**src/rtl/mac_array_stream.sv**
```systemverilog
// mac_array_stream: LANES parallel signed dot-product lanes sharing one b operand per beat,
// with valid/ready on both sides, per-lane saturation and a length-error flag.
module mac_array_stream #(
  parameter int DATA_W = 16,
  parameter int LANES  = 4,
  parameter int K_MAX  = 16,
  parameter int OUT_W  = 32,
  parameter bit SAT_EN = 1'b1
) (
  input  logic                       clk,
  input  logic                       rst_n,
  input  logic                       flush,
  input  logic                       in_valid,
  output logic                       in_ready,
  input  logic                       in_last,
  input  logic [LANES*DATA_W-1:0]    a_in,
  input  logic [DATA_W-1:0]          b_in,
  output logic                       out_valid,
  input  logic                       out_ready,
  output logic [LANES*OUT_W-1:0]     out_data,
  output logic [LANES-1:0]           out_sat,
  output logic [$clog2(K_MAX+1)-1:0] out_len,
  output logic                       out_len_err
);
  localparam int ACC_W  = 2*DATA_W + $clog2(K_MAX) + 1;
  localparam int KCNT_W = $clog2(K_MAX+1);
  localparam int PROD_W = 2*DATA_W;
  logic                     adv, s1_valid, s1_last, done;
  logic signed [PROD_W-1:0] prod [LANES];
  logic signed [ACC_W-1:0]  acc  [LANES];
  logic signed [ACC_W-1:0]  sum  [LANES];
  logic [KCNT_W-1:0]        cnt, cnt_nx;
  logic [LANES*OUT_W-1:0]   res;
  logic [LANES-1:0]         res_sat;
  assign adv      = !out_valid || out_ready;
  assign in_ready = adv && !flush;
  assign cnt_nx   = cnt + 1'b1;
  assign done     = s1_last || cnt_nx == KCNT_W'(K_MAX);
  for (genvar l = 0; l < LANES; l++) begin : g_lane
    assign sum[l] = acc[l] + ACC_W'(prod[l]);
    if (OUT_W >= ACC_W) begin : g_ext
      assign res[l*OUT_W +: OUT_W] = OUT_W'(sum[l]);
      assign res_sat[l] = 1'b0;
    end else if (SAT_EN) begin : g_sat
      localparam logic signed [ACC_W-1:0] MAXV = {{(ACC_W-OUT_W+1){1'b0}}, {(OUT_W-1){1'b1}}};
      localparam logic signed [ACC_W-1:0] MINV = ~MAXV;
      logic hi, lo;
      assign hi = sum[l] > MAXV;
      assign lo = sum[l] < MINV;
      assign res[l*OUT_W +: OUT_W] = hi ? MAXV[OUT_W-1:0] : lo ? MINV[OUT_W-1:0] : sum[l][OUT_W-1:0];
      assign res_sat[l] = hi || lo;
    end else begin : g_wrap
      assign res[l*OUT_W +: OUT_W] = sum[l][OUT_W-1:0];
      assign res_sat[l] = 1'b0;
    end
  end
  always_ff @(posedge clk or negedge rst_n) begin
    if (!rst_n) begin
      s1_valid    <= 1'b0;
      s1_last     <= 1'b0;
      cnt         <= '0;
      out_valid   <= 1'b0;
      out_data    <= '0;
      out_sat     <= '0;
      out_len     <= '0;
      out_len_err <= 1'b0;
      for (int i = 0; i < LANES; i++) begin
        acc[i]  <= '0;
        prod[i] <= '0;
      end
    end else if (flush) begin
      // abort the partial product but leave the output register and its handshake alone
      s1_valid <= 1'b0;
      cnt      <= '0;
      for (int i = 0; i < LANES; i++) acc[i] <= '0;
      if (out_ready) out_valid <= 1'b0;
    end else if (adv) begin
      s1_valid  <= in_valid;
      out_valid <= s1_valid && done;
      if (in_valid) begin
        s1_last <= in_last;
        for (int i = 0; i < LANES; i++)
          prod[i] <= PROD_W'($signed(a_in[i*DATA_W +: DATA_W])) * PROD_W'($signed(b_in));
      end
      if (s1_valid) begin
        cnt <= done ? '0 : cnt_nx;
        for (int i = 0; i < LANES; i++) acc[i] <= done ? '0 : sum[i];
        if (done) begin
          out_data    <= res;
          out_sat     <= res_sat;
          out_len     <= cnt_nx;
          out_len_err <= !s1_last;
        end
      end
    end
  end
endmodule
```
**config.mk**
```make
export PLATFORM = sky130hd
export DESIGN_NAME = mac_array_stream
export DESIGN_NICKNAME = d
export VERILOG_FILES = /design/src/rtl/mac_array_stream.sv
export SDC_FILE = /design/constraint.sdc
export NUM_CORES = 2
export LEC_CHECK = 0
export BUFFER_PORTS_ARGS = -buffer_cell sky130_fd_sc_hd__clkbuf_2
export CORE_MARGIN = 2
export CORE_UTILIZATION = 60
export DETAILED_ROUTE_END_ITERATION = 16
export GPL_TIMING_DRIVEN = 0
export PLACE_DENSITY = 0.83
export SLEW_MARGIN = 0
export SYNTH_ARGS = -nofsm -noshare
export SYNTH_HDL_FRONTEND = slang
export SYNTH_SLANG_ARGS = --single-unit
export TNS_END_PERCENT = 10
```
**constraint.sdc**
```tcl
create_clock -name clk -period 7.62 [get_ports clk]
set_input_delay 0.762 -clock clk [delete_from_list [all_inputs] [get_ports clk]]
set_output_delay 0.762 -clock clk [all_outputs]
set_load 0.02 [all_outputs]
```
# --- Word-level counts from Yosys, hierarchy flattened ---
# Cells that the tools add are included.
classes:
  add_sub_neg: 5
  multipliers: 4
  magnitude_cmp: 8
  n_eq_ne: 2
  muxes: 24
  n_bitwise: 1
  n_reduce_logical: 17
ops:
  columns: ["op", "n"]
  rows:
  - ["$mux W148", 3]
  - ["$mux W32", 8]
  - ["$add A37 B32 Y37", 4]
  - ["$gt A37 B32 Y1 const B", 4]
  - ["$lt A37 B32 Y1 const B", 4]
  - ["$mux W37", 4]
  - ["$mul A16 B16 Y32", 4]
  - ["$mux W5", 4]
  - ["$logic_or A1 B1 Y1", 6]
  - ["$add A5 B1 Y5 const B", 1]
  - ["$eq A5 B5 Y1 const B", 1]
  - ["$mux W1", 5]
  - ["$reduce_and A2 Y1", 2]
  - ["$reduce_and A4 Y1", 1]
  - ["$reduce_bool A2 Y1", 2]
  - ["$logic_not A1 Y1", 3]
  - ["$reduce_and A3 Y1", 1]
  - ["$logic_and A1 B1 Y1", 2]
  - ["$ne A2 B1 Y1 const B", 1]
  - ["$not A1 Y1", 1]
word_totals:
  register_bits: 422

# --- Depth between registers and ports, before layout ---
logic_depth:
  word_depth: 7
  ltp_mapped: 28

# --- Worst setup path after synthesis ---
# OpenSTA, ideal clock, no wires.
synth_timing:
  path_type: "input -> register"
  startpoint: "in b_in[1]"
  endpoint: "reg prod[31] (netlist bit)"
  setup_time_ps: 123
  arrival_ps: 7050
  t_required_ps: 7497
  slack_ps: 447
  path_stages: 25
  n_path_buf: 2
  path_cell_list: "clkbuf_1 > clkbuf_1 > nand2_1 > fa_1 > fa_1 > fa_1 > inv_1 > fa_1 > fa_1 > inv_1 > fa_1 > inv_1 > ha_1 > a21o_1 > a21o_1 > a21o_1 > a21oi_1 > nor2_1 > a211o_1 > a221o_1 > nand2_1 > a311oi_1 > o311ai_0 > mux2i_1 > nor3_1"
synth_via:
  elab_chain_len: 1
synth_rtl:
  columns: ["item", "line_no", "source"]
  rows:
  - ["start, declared", "17", "input logic [DATA_W-1:0] b_in,"]
  - ["$mul A16 B16 Y32", "83", "prod[i] <= PROD_W'($signed(a_in[i*DATA_W +: DATA_W])) * PROD_W'($signed(b_in));"]
  - ["end signal, assigned by index", "83", null]
  - ["end, declared", "29", "logic signed [PROD_W-1:0] prod [LANES];"]
# No other way between the ends.
# A chain may end at the register's enable or synchronous reset.

# --- Worst setup path after layout ---
layout_timing:
  startpoint: "in b_in[13]"
  endpoint: "reg prod[56] (netlist bit)"
# Same word-level chain as after synthesis.

==> impl_metrics.json <==
{
  "fin_cells": 8335,
  "fmax_ghz": 0.132,
  "n_fill_cell": 8421,
  "maxSlewHeadroom_pct": 16.2,
  "dr.pass1.iters": 6,
  "required_ns": 8.04,
  "grt_usage_pct": 36.4,
  "core_area_sq_um": 103000,
  "drive_gt1_share_pct": 7.67,
  "r2r_start": "prod[64]",
  "synth.largest_area_cell": "fa_1",
  "post_drt_wl_per_cell_um": 22.8,
  "ys_ff_latch": 422,
  "async_flop_share_pct": 100,
  "synthFlopType": "dfrtp_1",
  "grt_pass1_wl_um": 294000,
  "clockRootBuffer": "clkbuf_16",
  "wirelength_um": 190000,
  "clock_latency_ns": 0.58,
  "cts_max_path_buffers": 3,
  "seq_area_frac_synth_pct": 17.0,
  "portBuffers": 210,
  "r2r_setup_slack_ns": 2.66,
  "dieWidth_um": 326,
  "io_pins": 226,
  "vias": 49254,
  "postRouteAntennaNets": 0,
  "dieHeight_um": 326,
  "finalSetupViolCount": 0,
  "hold_class": "input port to asynchronous set/reset pin",
  "synth_top_cell_area_share_pct": 33.9,
  "arrival_ns": 8.03,
  "syn_area_sq_um": 62200,
  "cts-buffers-inserted": 40,
  "cts_sinks": 422,
  "yosysWarnings": 0,
  "syn_nets": 8255,
  "crit_path_end_kind": "register",
  "grt_pass1_vias": 50459,
  "finalHoldViolations": 0,
  "ff_latch_area_sq_um": 10600,
  "syn_inst": 6643,
  "synthTopCellsByArea": "fa_1 (34%), dfrtp_1 (17%), ha_1 (9.5%), inv_1 (7.2%), nand2_1 (5.3%)",
  "routed_via_density": 5.91,
  "final_nets": 8507,
  "antenna_found_initial": 41,
  "timing.rr.end": "out_data[44]",
  "clk_pin_slew_ns": 0.07,
  "drt-initial-drc-count": 4549,
  "initial_core_util_pct": 60.2,
  "overflow": 0,
  "finalClockSkew_ns": 0.0245,
  "finalCritPeriodShare_pct": 99.8,
  "worst_pin_slew_ns": 1.25,
  "path_class": "input port to register",
  "die-area_sq_um": 106000,
  "ys_types": 95,
  "multi_input_area_sq_um": 46000,
  "place_inst": 8236,
  "avgSynthCellArea_sq_um": 9.36,
  "timing.hold.ws_ns": 0.301,
  "remaining_drc_errors": 0,
  "place_congestion": 0.996,
  "cts_tree": "yes",
  "htree_levels": 2,
  "area_delta_synth_final_pct": 7.57,
  "slew_violations": 0,
  "status": "complete, no violations",
  "dp_hpwl_um": 156000,
  "post-place-ws_ns": -1.76,
  "rsz0062_at_grt": "true",
  "row_count": 118,
  "maxCapViolations": 0,
  "ff2ff_path_depth": 16,
  "fin_crit_ns": 7.60,
  "synth_edf_count": 0,
  "critical_path.max_fanout": 10,
  "ys_top_cells_by_count": "inv_1 (1186), fa_1 (1052), nand2_1 (879)",
  "fin_ws_ns": 0.0178,
  "synth.most_common_cell": "inv_1",
  "startpoint_type": "input port",
  "grt_max_degree": 119
}
per-layer routing:
metal	GRT usage, %	share of wire [%]
met1	49.2	39
met2	55.1	44
met3	9.48	11
met4	17.3	5.3
met5	0	0.085
through the flow:
stage	setup TNS (ns)	instance area, sq um	utilization [%]
floorplan	0	62200	-
global placement	-1435.64	64900	62.9
detailed placement	-43.11	65000	63.0
CTS	-0.263	66600	64.5
global route	-0.251	66800	64.8
finish	0	66900	64.8
sequential cells by signal, indices dropped and copies added (netlist names):
| name | count |
|---|---|
| out_data | 128 |
| cnt | 5 |
| prod | 128 |
| out_len | 5 |
| out_len_err | 1 |
| s1_last | 1 |
| s1_valid | 1 |
| acc | 148 |
| out_sat | 4 |
| out_valid | 1 |
worst max-delay path, cell delays in order:
cell,delay (ns)
clkbuf_2,0.38
clkbuf_1,0.64
and2_1,0.26
fa_1,0.41
fa_1,0.49
fa_1,0.55
fa_1,0.45
fa_1,0.49
inv_1,0.05
fa_1,0.52
inv_1,0.05
ha_1,0.33
nand2_1,0.14
nor2_1,0.09
and3_1,0.23
a21o_1,0.23
a2111o_1,0.44
a31oi_1,0.41
o21bai_1,0.11
a21oi_1,0.20
xor2_1,0.60
o21ai_0,0.18
cells in the final DEF (no fill, tap or decap), types with 156 or more instances in the layout:
| master | Yosys | final |
|---|---|---|
| inv_1 | 1186 | 1186 |
| fa_1 | 1052 | 1049 |
| nand2_1 | 879 | 879 |
| and2_1 | 495 | 495 |
| ha_1 | 474 | 474 |
| dfrtp_1 | 422 | 422 |
| o21ai_0 | 272 | 272 |
| clkbuf_2 | 0 | 264 |
| a21oi_1 | 235 | 235 |
| xnor2_1 | 189 | 184 |
| clkbuf_1 | 283 | 170 |
| nor2_1 | 157 | 156 |
final cells by class:
cell class | count | share of cell area (%)
Antenna cell | 28 | 0.105
Buffer | 305 | 2.26
Clock buffer | 52 | 1.69
Clock inverter | 22 | 0.365
Inverter | 1186 | 6.66
Multi-Input combinational cell | 4725 | 68.8
Sequential cell | 422 | 15.8
Tap cell | 1380 | 2.58
Timing Repair Buffer | 215 | 1.73
worst max path at each step:
stage | slack (ns) | cells after the start | endpoint | start
after global routing | -0.07 | 25 | prod[31] | a_in[55]
after CTS | -0.11 | 23 | prod[95] | b_in[3]
after global placement | -3.41 | 1 | out_data[24] | rst_n
after detailed placement | -1.76 | 25 | prod[127] | b_in[9]
after floorplan | 0.45 | 25 | prod[31] | b_in[1]
final | 0.02 | 22 | prod[56] | b_in[13]
kinds of logic after synthesis:
group / share of synthesized area (%)
simple gates: 14.0
fa+ha+maj: 43.4
buf+inv: 9.18
compound gates: 12.4
flops: 17.0
xor+xnor: 3.93
mux: 0.137
timing repair:
action,CTS,global route
hold buffers,0,0
setup endpoints to repair,35,23
cloned,0,0
gates resized for setup,77,236
buffers inserted,0,2
pin swaps,0,4
endpoints found under the hold margin,0,0
Power is not shown: default switching activity piles up to over one toggle a cycle in this logic, so the estimate is an artifact.
